### src/rtl/bram_uart_streamer_pkg.sv
// Shared state encoding, header constants and word sizing for the frame streamer.
// The HDR state exists only when BRAM_UART_STREAMER_HEADER_EN is defined.
package streamer_pkg;

  typedef enum logic [2:0] {
    S_IDLE,
    S_RD_WAIT,
    S_LOAD,
    S_PULSE,
    S_GUARD,
    S_NEXT,
    S_DONE
`ifdef BRAM_UART_STREAMER_HEADER_EN
    , S_HDR
`endif
  } state_e;

  localparam logic [7:0] SYNC0 = 8'hA5;
  localparam logic [7:0] SYNC1 = 8'h5A;

  function automatic int BYTES_PER_WORD(input int data_w);
    return data_w / 8;
  endfunction

endpackage

### src/rtl/bram_uart_streamer_timer.sv
// Read-latency timer: reloads while load_i is high, then expire_o rises RD_LAT cycles after load_i drops.
module rd_latency_timer #(
  parameter int RD_LAT = 3
) (
  input  logic clk_i,
  input  logic reset_i,
  input  logic load_i,
  output logic expire_o
);

  localparam int CNT_W = 4;

  logic [CNT_W-1:0] cnt_q, cnt_d;

  always_comb begin
    cnt_d = cnt_q;
    if (load_i) begin
      cnt_d = CNT_W'(RD_LAT);
    end else if (cnt_q != '0) begin
      cnt_d = cnt_q - 1'b1;
    end
  end

  always_ff @(posedge clk_i) begin
    if (reset_i) begin
      cnt_q <= CNT_W'(RD_LAT);
    end else begin
      cnt_q <= cnt_d;
    end
  end

  assign expire_o = (cnt_q == '0);

endmodule

### src/rtl/bram_uart_streamer.sv
// Streams a window of a synchronous-read memory into a byte UART, MSB byte first.
// Optional 4-byte frame header (A5 5A NUM_WORDS[15:0]) under BRAM_UART_STREAMER_HEADER_EN.
module bram_uart_streamer
  import streamer_pkg::*;
#(
  parameter int ADDR_W    = 12,
  parameter int DATA_W    = 8,
  parameter int NUM_WORDS = 3969,
  parameter int BASE_ADDR = 0,
  parameter int RD_LAT    = 3
) (
  input  logic              clk_i,
  input  logic              reset_i,
  input  logic              start_i,
  input  logic              abort_i,
  output logic [ADDR_W-1:0] rd_addr_o,
  input  logic [DATA_W-1:0] rd_data_i,
  output logic [7:0]        tx_data_o,
  output logic              tx_enable_o,
  input  logic              tx_busy_i,
  output logic              busy_o,
  output logic              done_o,
  output logic [ADDR_W:0]   word_count_o
);

  localparam int               BPW     = BYTES_PER_WORD(DATA_W);
  localparam int               BCNT_W  = $clog2(BPW) + 1;
  localparam logic [ADDR_W:0]  LAST_WC = (ADDR_W+1)'(NUM_WORDS);
  localparam logic [ADDR_W-1:0] BASE   = ADDR_W'(BASE_ADDR);

  generate
    if (DATA_W < 8 || (DATA_W % 8) != 0) begin : g_bad_data_w
      $error("bram_uart_streamer: DATA_W must be a non-zero multiple of 8");
    end
    if (RD_LAT < 1 || RD_LAT > 15) begin : g_bad_rd_lat
      $error("bram_uart_streamer: RD_LAT must be in 1..15");
    end
    if (NUM_WORDS < 1 || NUM_WORDS > (1 << ADDR_W)) begin : g_bad_num_words
      $error("bram_uart_streamer: NUM_WORDS must be in 1..2^ADDR_W");
    end
  endgenerate

  state_e              state_q;
  logic                start_q;
  logic [ADDR_W-1:0]   rd_addr_q;
  logic [7:0]          tx_data_q;
  logic                tx_en_q;
  logic                busy_q;
  logic                done_q;
  logic [ADDR_W:0]     wc_q;
  logic [ADDR_W:0]     wc_inc;
  logic [DATA_W-1:0]   sh_q;
  logic [BCNT_W-1:0]   bcnt_q;
  logic                start_rise;
  logic                rd_valid;

`ifdef BRAM_UART_STREAMER_HEADER_EN
  localparam logic [15:0] NW16 = 16'(NUM_WORDS);

  logic [1:0] hdr_idx_q;
  logic       hdr_act_q;

  function automatic logic [7:0] hdr_byte(input logic [1:0] idx);
    case (idx)
      2'd0:    return SYNC0;
      2'd1:    return SYNC1;
      2'd2:    return NW16[15:8];
      default: return NW16[7:0];
    endcase
  endfunction
`endif

  assign start_rise = start_i & ~start_q;
  assign wc_inc     = wc_q + 1'b1;

  // Timer is held loaded outside RD_WAIT, so it always counts from the first RD_WAIT cycle.
  rd_latency_timer #(
    .RD_LAT(RD_LAT)
  ) u_rd_timer (
    .clk_i   (clk_i),
    .reset_i (reset_i),
    .load_i  (state_q != S_RD_WAIT),
    .expire_o(rd_valid)
  );

  always_ff @(posedge clk_i) begin
    if (reset_i) begin
      state_q   <= S_IDLE;
      start_q   <= 1'b0;
      rd_addr_q <= BASE;
      tx_data_q <= '0;
      tx_en_q   <= 1'b0;
      busy_q    <= 1'b0;
      done_q    <= 1'b0;
      wc_q      <= '0;
      sh_q      <= '0;
      bcnt_q    <= '0;
`ifdef BRAM_UART_STREAMER_HEADER_EN
      hdr_idx_q <= '0;
      hdr_act_q <= 1'b0;
`endif
    end else begin
      start_q <= start_i;
      tx_en_q <= 1'b0;
      case (state_q)
        S_IDLE: begin
          if (start_rise) begin
            wc_q      <= '0;
            done_q    <= 1'b0;
            rd_addr_q <= BASE;
            busy_q    <= 1'b1;
`ifdef BRAM_UART_STREAMER_HEADER_EN
            hdr_idx_q <= '0;
            hdr_act_q <= 1'b1;
            state_q   <= S_HDR;
`else
            state_q   <= S_RD_WAIT;
`endif
          end
        end
`ifdef BRAM_UART_STREAMER_HEADER_EN
        S_HDR: begin
          sh_q    <= DATA_W'(hdr_byte(hdr_idx_q)) << (DATA_W - 8);
          bcnt_q  <= BCNT_W'(1);
          state_q <= S_LOAD;
        end
`endif
        S_RD_WAIT: begin
          if (rd_valid) begin
            sh_q    <= rd_data_i;
            bcnt_q  <= BCNT_W'(BPW);
            state_q <= S_LOAD;
          end
        end
        S_LOAD: begin
          if (!tx_busy_i) begin
            tx_data_q <= sh_q[DATA_W-1 -: 8];
            tx_en_q   <= 1'b1;
            state_q   <= S_PULSE;
          end
        end
        S_PULSE: begin
          state_q <= S_GUARD;
        end
        S_GUARD: begin
          sh_q   <= sh_q << 8;
          bcnt_q <= bcnt_q - 1'b1;
          if (abort_i) begin
            busy_q  <= 1'b0;
            state_q <= S_IDLE;
`ifdef BRAM_UART_STREAMER_HEADER_EN
            hdr_act_q <= 1'b0;
`endif
          end else if (bcnt_q != BCNT_W'(1)) begin
            state_q <= S_LOAD;
`ifdef BRAM_UART_STREAMER_HEADER_EN
          end else if (hdr_act_q) begin
            if (hdr_idx_q == 2'd3) begin
              hdr_act_q <= 1'b0;
              state_q   <= S_RD_WAIT;
            end else begin
              hdr_idx_q <= hdr_idx_q + 2'd1;
              state_q   <= S_HDR;
            end
`endif
          end else begin
            state_q <= S_NEXT;
          end
        end
        S_NEXT: begin
          wc_q <= wc_inc;
          if (wc_inc == LAST_WC) begin
            state_q <= S_DONE;
          end else begin
            rd_addr_q <= rd_addr_q + 1'b1;
            state_q   <= S_RD_WAIT;
          end
        end
        S_DONE: begin
          done_q  <= 1'b1;
          busy_q  <= 1'b0;
          state_q <= S_IDLE;
        end
        default: state_q <= S_IDLE;
      endcase
    end
  end

  assign rd_addr_o    = rd_addr_q;
  assign tx_data_o    = tx_data_q;
  assign tx_enable_o  = tx_en_q;
  assign busy_o       = busy_q;
  assign done_o       = done_q;
  assign word_count_o = wc_q;

endmodule

### config.mk
export PLATFORM = sky130hd
export DESIGN_NAME = bram_uart_streamer
export DESIGN_NICKNAME = d
export VERILOG_FILES = /design/src/rtl/bram_uart_streamer_pkg.sv /design/src/rtl/bram_uart_streamer_timer.sv /design/src/rtl/bram_uart_streamer.sv
export SDC_FILE = /design/constraint.sdc
export NUM_CORES = 1
export LEC_CHECK = 0
export CAP_MARGIN = 20
export CORE_MARGIN = 2
export CORE_UTILIZATION = 52
export CTS_CLUSTER_SIZE = 25
export DETAILED_ROUTE_END_ITERATION = 10
export GPL_ROUTABILITY_DRIVEN = 0
export PLACE_DENSITY = 0.8
export SETUP_SLACK_MARGIN = 0.1
export SLEW_MARGIN = 10
export SYNTH_ARGS = -nofsm -noshare
export SYNTH_HDL_FRONTEND = slang
export SYNTH_SLANG_ARGS = --single-unit
### constraint.sdc
create_clock -name clk_i -period 2.65 [get_ports clk_i]
set_input_delay 0.265 -clock clk_i [delete_from_list [all_inputs] [get_ports clk_i]]
set_output_delay 0.265 -clock clk_i [all_outputs]
set_load 0.02 [all_outputs]
* Yosys cells after proc, flatten, opt, wreduce, memory -nomap -nowiden
Index checks and enable logic that the tools add are counted.
** Word-level totals
- Output and inout bits :: 36
- Word-level logic and storage cells :: 70
- Input bits :: 13
- Register bits after elaboration :: 53
** Operators by class
- Add/sub/neg operators :: 4
- Bitwise gates (word level) :: 4
- Reduce and logical (&&, ||, !) cells :: 16
- Multiplexer cells :: 22
- Equal/unequal tests :: 13
** Operators by type and width (number)
- $pmux W13 S2 :: 1
- $mux W12 :: 2
- $pmux W12 S2 :: 1
- $mux W3 :: 6
- $pmux W3 S6 :: 1
- $pmux W8 S2 :: 1
- $add A13 B1 Y13 const B :: 1
- $eq A13 B12 Y1 const B :: 1
- $mux W13 :: 1
- $add A12 B1 Y12 const B :: 1
- $ne A2 B2 Y1 const B :: 5
- $eq A3 B3 Y1 const B :: 3
- $reduce_and A3 Y1 :: 3
- $mux W8 :: 1
- $reduce_and A2 Y1 :: 4
- $eq A3 B2 Y1 const B :: 2
- $reduce_bool A2 Y1 :: 3
- $mux W1 :: 5
- $logic_not A4 Y1 :: 1
- $pmux W1 S2 :: 2
- $reduce_bool A4 Y1 :: 1
- $reduce_or A2 Y1 :: 2
- $sub A4 B1 Y4 const B :: 1
- $eq A3 B1 Y1 const B :: 1
- other kinds (7) :: 9

* Logic depth before layout (Yosys ltp)
Gate-level depths: netlist (run 1).
- Word-level depth :: 4
- Mapped depth :: 9

* Modules after synthesis
Synthesis (run 1) repeated with hierarchy kept, for this count alone.
** Second synthesis, totals
- Cells, all modules :: 339
- Area, all modules :: 2733.9 sq um
** Modules (own cells, without submodules)
- bram_uart_streamer :: cells an instance 318, area each 2509.9 sq um, instances 1
- rd_latency_timer :: cells an instance 21, area each 224.0 sq um, instances 1

* Least setup slack after synthesis (run 1)
No wires, ideal clock.
- Kind :: register to register
- From :: reg wc_q[0] (netlist: word_count_o[0])
- To :: reg state_q[0]
- Stages on the path, launching flop included :: 10
- Data required time :: 2.533 ns
- Arrival time :: 2.260 ns
- Period minus slack after synthesis :: 2.376 ns
- Buffers on the path :: 1
- Path slack :: 0.274 ns
- Cell sequence :: dfxtp_1 ha_1 nand3_4 or3_1 a21oi_1 o2111ai_2 o21ai_2 buf_4 o22ai_1 a22o_1
** On the way
- Longest elaborated chain between the ends :: 4
** Ends and longest elaborated chain
- start: declaration :: line bram_uart_streamer.sv:50 : logic [ADDR_W:0] wc_q;
- start signal: assignment :: line bram_uart_streamer.sv:171 : wc_q <= wc_inc;
- $add A13 B1 Y13 :: line bram_uart_streamer.sv:74 : assign wc_inc = wc_q + 1'b1;
- $eq A13 B12 Y1 :: line bram_uart_streamer.sv:172 : if (wc_inc == LAST_WC) begin
- $mux W3 :: line bram_uart_streamer.sv:172
- $pmux W3 S6 :: line bram_uart_streamer.sv:105 : case (state_q)
- end signal: assignment :: line bram_uart_streamer.sv:173 : state_q <= S_DONE;
- end signal: assignment :: line bram_uart_streamer.sv:176 : state_q <= S_RD_WAIT;
- end signal: assignment :: line bram_uart_streamer.sv:182 : state_q <= S_IDLE;
- end: declaration :: line bram_uart_streamer.sv:43 : state_e state_q;
No other way between the ends.
A chain may end at the register's enable or synchronous reset.

* Worst setup path in the final report (run 1)
- From :: reg wc_q[1] (netlist: word_count_o[1])
- To :: reg rd_addr_q[5] (netlist: rd_addr_o[5])
** On the way
- Longest elaborated chain between the ends :: 4
** Ends and longest elaborated chain
- $add A13 B1 Y13 :: line bram_uart_streamer.sv:74
- $eq A13 B12 Y1 :: line bram_uart_streamer.sv:172
- $ne A2 B2 Y1 (no line)
- $reduce_and A3 Y1 (no line)
- end signal: assignment :: line bram_uart_streamer.sv:175 : rd_addr_q <= rd_addr_q + 1'b1;
- end: declaration :: line bram_uart_streamer.sv:45 : logic [ADDR_W-1:0] rd_addr_q;
No other way between the ends.

==> flow_summary.toml, run 1 <==
[synth]
synth_commonest_cells = "53 x dfxtp_1, 42 x nand2_1, 39 x nor2_1"
synth_cell_types = 60
yosys-top-cells-area = "dfxtp_1 40%, a21oi_1 6.5%, nand2_1 6.0%"
synth.largest_area_cell = "dfxtp_1"
synth_most_common_cell = "dfxtp_1"
synthArstFlopShare_pct = 0
synth-simple-area-share_pct = 27.57
synth_edf_count = 0
ys_seq_area_share_pct = 40.25
synth_xor_area_share_pct = 2.326
synth_compound_area_share_pct = 19.93
synth_area_per_cell_um2 = 8.112
syn_nets = 342
synthAdderAreaFrac_pct = 1.898
yosysTopAreaCellShare_pct = 40.25
synth-seq-cells = 53
yosys_warnings = 0
synth_cells = 325
synthMuxAreaShare_pct = 3.037
ys.flop_type = "dfxtp_1"
synth_area_mm2 = 0.002636
synth_top_family_by_area = "simple AND/OR/NAND/NOR gates"

[grt]
antenna_found_initial = 0
grt_max_degree = 34
grt_pass1_wl_mm = 9.929
overflow = 0
first_global_vias = 2241
track_usage_pct = 22.39

[critical_path]
worst_setup_path_start_kind = "flip-flop"
r2r_slack_ns = 0.36
crit_arrival_ns = 2.52
crit_path_end_kind = "flip-flop"
worst-path-max-fanout = 11
cp.required_ns = 2.89
path_class = "flip-flop to flip-flop"

[cells_and_area]
diodes = 0
final_nets = 386
stdcell_count = 437
syn_to_final_growth_pct = 24.68
final_util_pct = 68.23
drive_above_1_share_pct = 9.459
design_area_mm2 = 0.003287
nFillCells = 433

[drt]
vias = 2430
totalWireLength_mm = 5.831
viasPerCell = 5.561
drc = 0
final_antenna_net_count = 0
wl_per_cell_um = 13.34
first_iter_violations = 132
firstDrtPassIters = 4

[timing]
finClkSkew_ns = 0.007704
setup_tns_ns = 0
rsz0062_at_grt = "no"
setup_viol = 0
slew_viol_final = 0
tightest_slew_ns = 0.7064
period_needed_ns = 2.287
max_freq_mhz = 437.3
max_slew_margin_pct = 52.25
timing.final.crit_share_pct = 86.30
hold_viol = 0

[floorplan]
rows = 25
die_w_um = 75.20
top_level_ports = 49
die_h_um = 75.20
die-area_mm2 = 0.005655
start_util_pct = 54.73
core_area_mm2 = 0.004817

[placement]
placed_cell_area_mm2 = 0.003167
hpwl_mm = 4.149
post-place-cells = 429
port_buffers = 48

[clock_tree]
cts_tree = "built"
clock_latency_ns = 0.31
cts_setup_buffers = 0
holdBufCountCts = 0
numCtsBuffers = 5
cts-root-buf = "clkbuf_8"
path_clk_slew_ns = 0.10
htree_levels = 2
clock_path_buffers = 2
cts.sinks = 53
cts_resized = 0

[worst_hold_path]
worstHoldPathType = "flip-flop to flip-flop"

[pwr]
p_sw_share_pct = 27.88
cellPowerDensity_mw_per_mm2 = 460.8
p_leak_uw = 0.001172
combPwrFrac_pct = 13.6
power_frac_seq_pct = 54.4
vdd.ir_drop.worst_mv = 0.3078
p_sw_uw = 422.3
power.internal_uw = 1092
clock_power_share_pct = 32.1

[flow_run]
drv_cap = 0

[run_status]
outcome = "finished clean"
## area by class of cell
type	count	area (um^2)	area share, %
well taps	67	83.83	2.550
inverters	8	30.03	0.9136
multi-input cells	244	1468	44.65
clock buffers	5	68.82	2.094
repair buffers	57	548.0	16.67
clock inverters	3	26.28	0.7994
flip-flops and latches	53	1062	32.32
## per-stage QoR
stage / hold slack (ns) / setup WS, ns / total power, uW
after floorplan: 0.3932 / 0.2735 / 975.7
after global placement: 0.4392 / 0.2952 / 1043
after detailed placement: 0.4493 / 0.2098 / 1047
after CTS: 0.4650 / 0.1728 / 1526
after global routing: 0.4859 / 0.1644 / 1584
final: 0.4622 / 0.3630 / 1515
## final timing paths
| check | from | end | depth (start not counted) |
|---|---|---|---|
| min | tx_data_o[2] | tx_data_o[2] | 2 |
| min reg2reg | tx_data_o[2] | tx_data_o[2] | 2 |
| max | word_count_o[1] | rd_addr_o[5] | 9 |
| max reg2reg | word_count_o[1] | rd_addr_o[5] | 9 |
## sequential cells by signal, summed over array words and instances (netlist names)
| name | cells |
|---|---|
| word_count_o | 13 |
| rd_addr_o | 12 |
| sh_q | 8 |
| tx_data_o | 8 |
| u_rd_timer.cnt_q | 4 |
| state_q | 3 |
| bcnt_q | 1 |
| busy_o | 1 |
| done_o | 1 |
| start_q | 1 |
| tx_enable_o | 1 |
## routing by layer
layer  share of wire, %  vias to the layer above  GRT usage (%)  wire length (um)
li1                   -                     1230              -                 -
met1                 45                     1131          28.61              2624
met2                 49                       59          38.21              2879
met3                4.0                       10          4.284               235
met4                1.6                        0          7.212                91
met5                  0                        -              0                 0
## placed cells by master (no fill, tap or decap), types with 6 or more instances in the layout
master           instances
nand2_1                 42
or3_1                   12
mux2i_1                  8
buf_4                    9
o21ai_1                  6
xnor2_1                  6
inv_1                    8
o21ai_0                 18
dfxtp_1                 52
nor2_1                  39
a21oi_1                 34
nand3_1                 10
nor3_1                  10
clkdlybuf4s50_1         48
## critical path: stages (launching register included)
cell and delay [ns]:
dfxtp_2 0.43, ha_4 0.19, nand3_4 0.13, nor2_1 0.23, o21ba_1 0.17, o211a_4 0.20
o21ai_2 0.08, buf_4 0.18, or4b_1 0.46, a21oi_1 0.17
## logic make-up after synthesis
kind of cell / after synthesis
AOI/OAI and AO/OA: 83
adders and majority gates: 4
muxes: 8
DFF: 53
xor gates and xnor gates: 7
buffers and inverters: 28
and+or+nand+nor: 142
## power by group through the flow
stage / Clock [uW] / Combinational (uW) / Sequential [uW]
5_1_grt: 529 / 228 / 827
3_3_place_gp: 0 / 201 / 841
4_1_cts: 497 / 206 / 823
6_report: 486 / 205 / 823
3_5_place_dp: 0 / 205 / 842
2_1_floorplan: 0 / 135 / 841
(Power assumes the default switching activity.)
==> inputs of run 2 (changes only) <==
Settings changed: CORE_UTILIZATION 52 to 29, HOLD_SLACK_MARGIN set to 0.15, PLACE_DENSITY 0.8 to not set.
==> flow_summary.toml, run 2 (synthesis gave the netlist of run 1 again) <==
[pwr]
clock_power_share_pct = 32.1
combPwrFrac_pct = 14.1
power.internal_uw = 1109
p_sw_share_pct = 27.07
fin_total_pwr_uw = 1521
power_frac_seq_pct = 53.9
p_sw_uw = 411.7
cellPowerDensity_mw_per_mm2 = 452.7
vdd.ir_drop.worst_mv = 0.2126
p_leak_uw = 0.001181

[critical_path]
cp.required_ns = 2.83
crit_path_end_kind = "flip-flop"
timing.rr.end = "rd_addr_o[7]"
worst-path-max-fanout = 8
endpoint = "rd_addr_o[7]"
reg2regPathDepth = 9
critPathLaunch = "word_count_o[1]"
r2r_start = "word_count_o[1]"
r2r_slack_ns = 0.31
path_class = "flip-flop to flip-flop"
worst_setup_path_start_kind = "flip-flop"
crit_arrival_ns = 2.52

[drt]
firstDrtPassIters = 5
totalWireLength_mm = 6.508
first_iter_violations = 87
wl_per_cell_um = 13.53
viasPerCell = 5.091
vias = 2449
drc = 0
final_antenna_net_count = 0

[cells_and_area]
diodes = 0
nFillCells = 912
final_cell_mix = "52 x dfxtp_1, 48 x clkdlybuf4s50_1, 42 x nand2_1"
final_common_cell = "dfxtp_1"
drive_above_1_share_pct = 10.19
syn_to_final_growth_pct = 27.43
final_nets = 389
largest_reg_flops = 13

[floorplan]
die_h_um = 99.35
top_level_ports = 49
rows = 34
core_area_mm2 = 0.008763
die-area_mm2 = 0.009869
die_w_um = 99.35
start_util_pct = 30.08

[placement]
pre_cts_slack_ns = 0.1599
hpwl_mm = 4.590
port_buffers = 48

[timing]
hold_viol = 0
timing.final.crit_share_pct = 88.33
layout_setup_ws_ns = 0.3094
slew_viol_final = 0
max_freq_mhz = 427.2
tightest_slew_ns = 0.7205
rsz0062_at_grt = "no"
setup_tns_ns = 0
period_needed_ns = 2.341
timing.hold.ws_ns = 0.4581
max_slew_margin_pct = 51.29
setup_viol = 0
finClkSkew_ns = 0.008519

[clock_tree]
cts.sinks = 53
clock_path_buffers = 2
clock_latency_ns = 0.31
cts_tree = "built"
path_clk_slew_ns = 0.10
htree_levels = 2
cts-root-buf = "clkbuf_8"
numCtsBuffers = 5

[grt]
grt_max_degree = 19
antenna_found_initial = 0
first_global_vias = 2273
track_usage_pct = 13.09
overflow = 0
grt_pass1_wl_mm = 10.74

[run_status]
outcome = "finished clean"

[worst_hold_path]
worstHoldPathType = "flip-flop to flip-flop"
holdPathStages = 2

[flow_run]
drv_cap = 0
## run 2: changes by cell type in the layout (fill, tap and decap cells not counted), sizes merged
cell / before / now
o2111ai: 2 / 3
clkbuf: 5 / 6
inv: 11 / 8
clkinv: 0 / 2
buf: 9 / 11
## run 2: power groups by stage
stage / Sequential [uW] / Combinational (uW) / Clock (uW)
after floorplan: 841 / 135 / 0
after global placement: 837 / 211 / 0
after detailed placement: 838 / 212 / 0
after CTS: 820 / 212 / 512
after global routing: 822 / 239 / 537
final: 819 / 214 / 488
## run 2: worst min-delay path by stage
stage                       start            to  slack [ns]
final                     sh_q[7]  tx_data_o[7]        0.46
after global routing      sh_q[7]  tx_data_o[7]        0.47
after CTS                 sh_q[7]  tx_data_o[7]        0.46
after detailed placement  sh_q[7]  tx_data_o[7]        0.45
after global placement    sh_q[2]  tx_data_o[2]        0.44
after floorplan           start_i       start_q        0.39
## run 2: area by class of cell
class / instances / area (um^2) / share of cell area, %
clock buffers: 6 / 82.58 / 2.458
flip-flops and latches: 53 / 1062 / 31.62
inverters: 8 / 30.03 / 0.8939
repair buffers: 59 / 563.0 / 16.76
multi-input cells: 245 / 1473 / 43.84
clock inverters: 2 / 13.76 / 0.4097
well taps: 108 / 135.1 / 4.022
## run 2: per-layer routing
| layer | vias to the layer above | routed length, um | GRT usage [%] | part of all wire (%) |
|---|---|---|---|---|
| li1 | 1239 | - | - | - |
| met3 | 9 | 361 | 3.233 | 5.5 |
| met2 | 53 | 3087 | 22.40 | 47 |
| met1 | 1148 | 2984 | 16.86 | 46 |
| met4 | 0 | 75 | 2.529 | 1.2 |
| met5 | - | 0 | 0 | 0 |
## run 2: through the flow
stage          utilization [%]  cells  cell area [um^2]
2_1_floorplan                -    325              2636
3_3_place_gp             36.72    470              3218
3_5_place_dp             36.72    470              3218
4_1_cts                  37.82    478              3314
5_1_grt                  38.34    481              3359
6_report                 38.34    481              3359
## run 2: critical path: stages, from the launching register on
cell and delay (ns):
dfxtp_2 0.41, ha_2 0.27, nand3_4 0.14, or3_1 0.38, a21oi_1 0.18, o2111ai_2 0.17
buf_4 0.19, o2111ai_2 0.27, or3_1 0.16, a21oi_1 0.06
## run 2: what timing repair did
action / in CTS / in global routing
endpoints found under the setup margin: 0 / 8
resized for setup: 0 / 3
buffers inserted: 0 / 2
hold buffers: 0 / 0
==> inputs of run 3 (changes only) <==
Settings changed: SLEW_MARGIN 10 to not set.
==> results of run 3 <==
Final layout, timing and power as in run 2 (identical DEF).
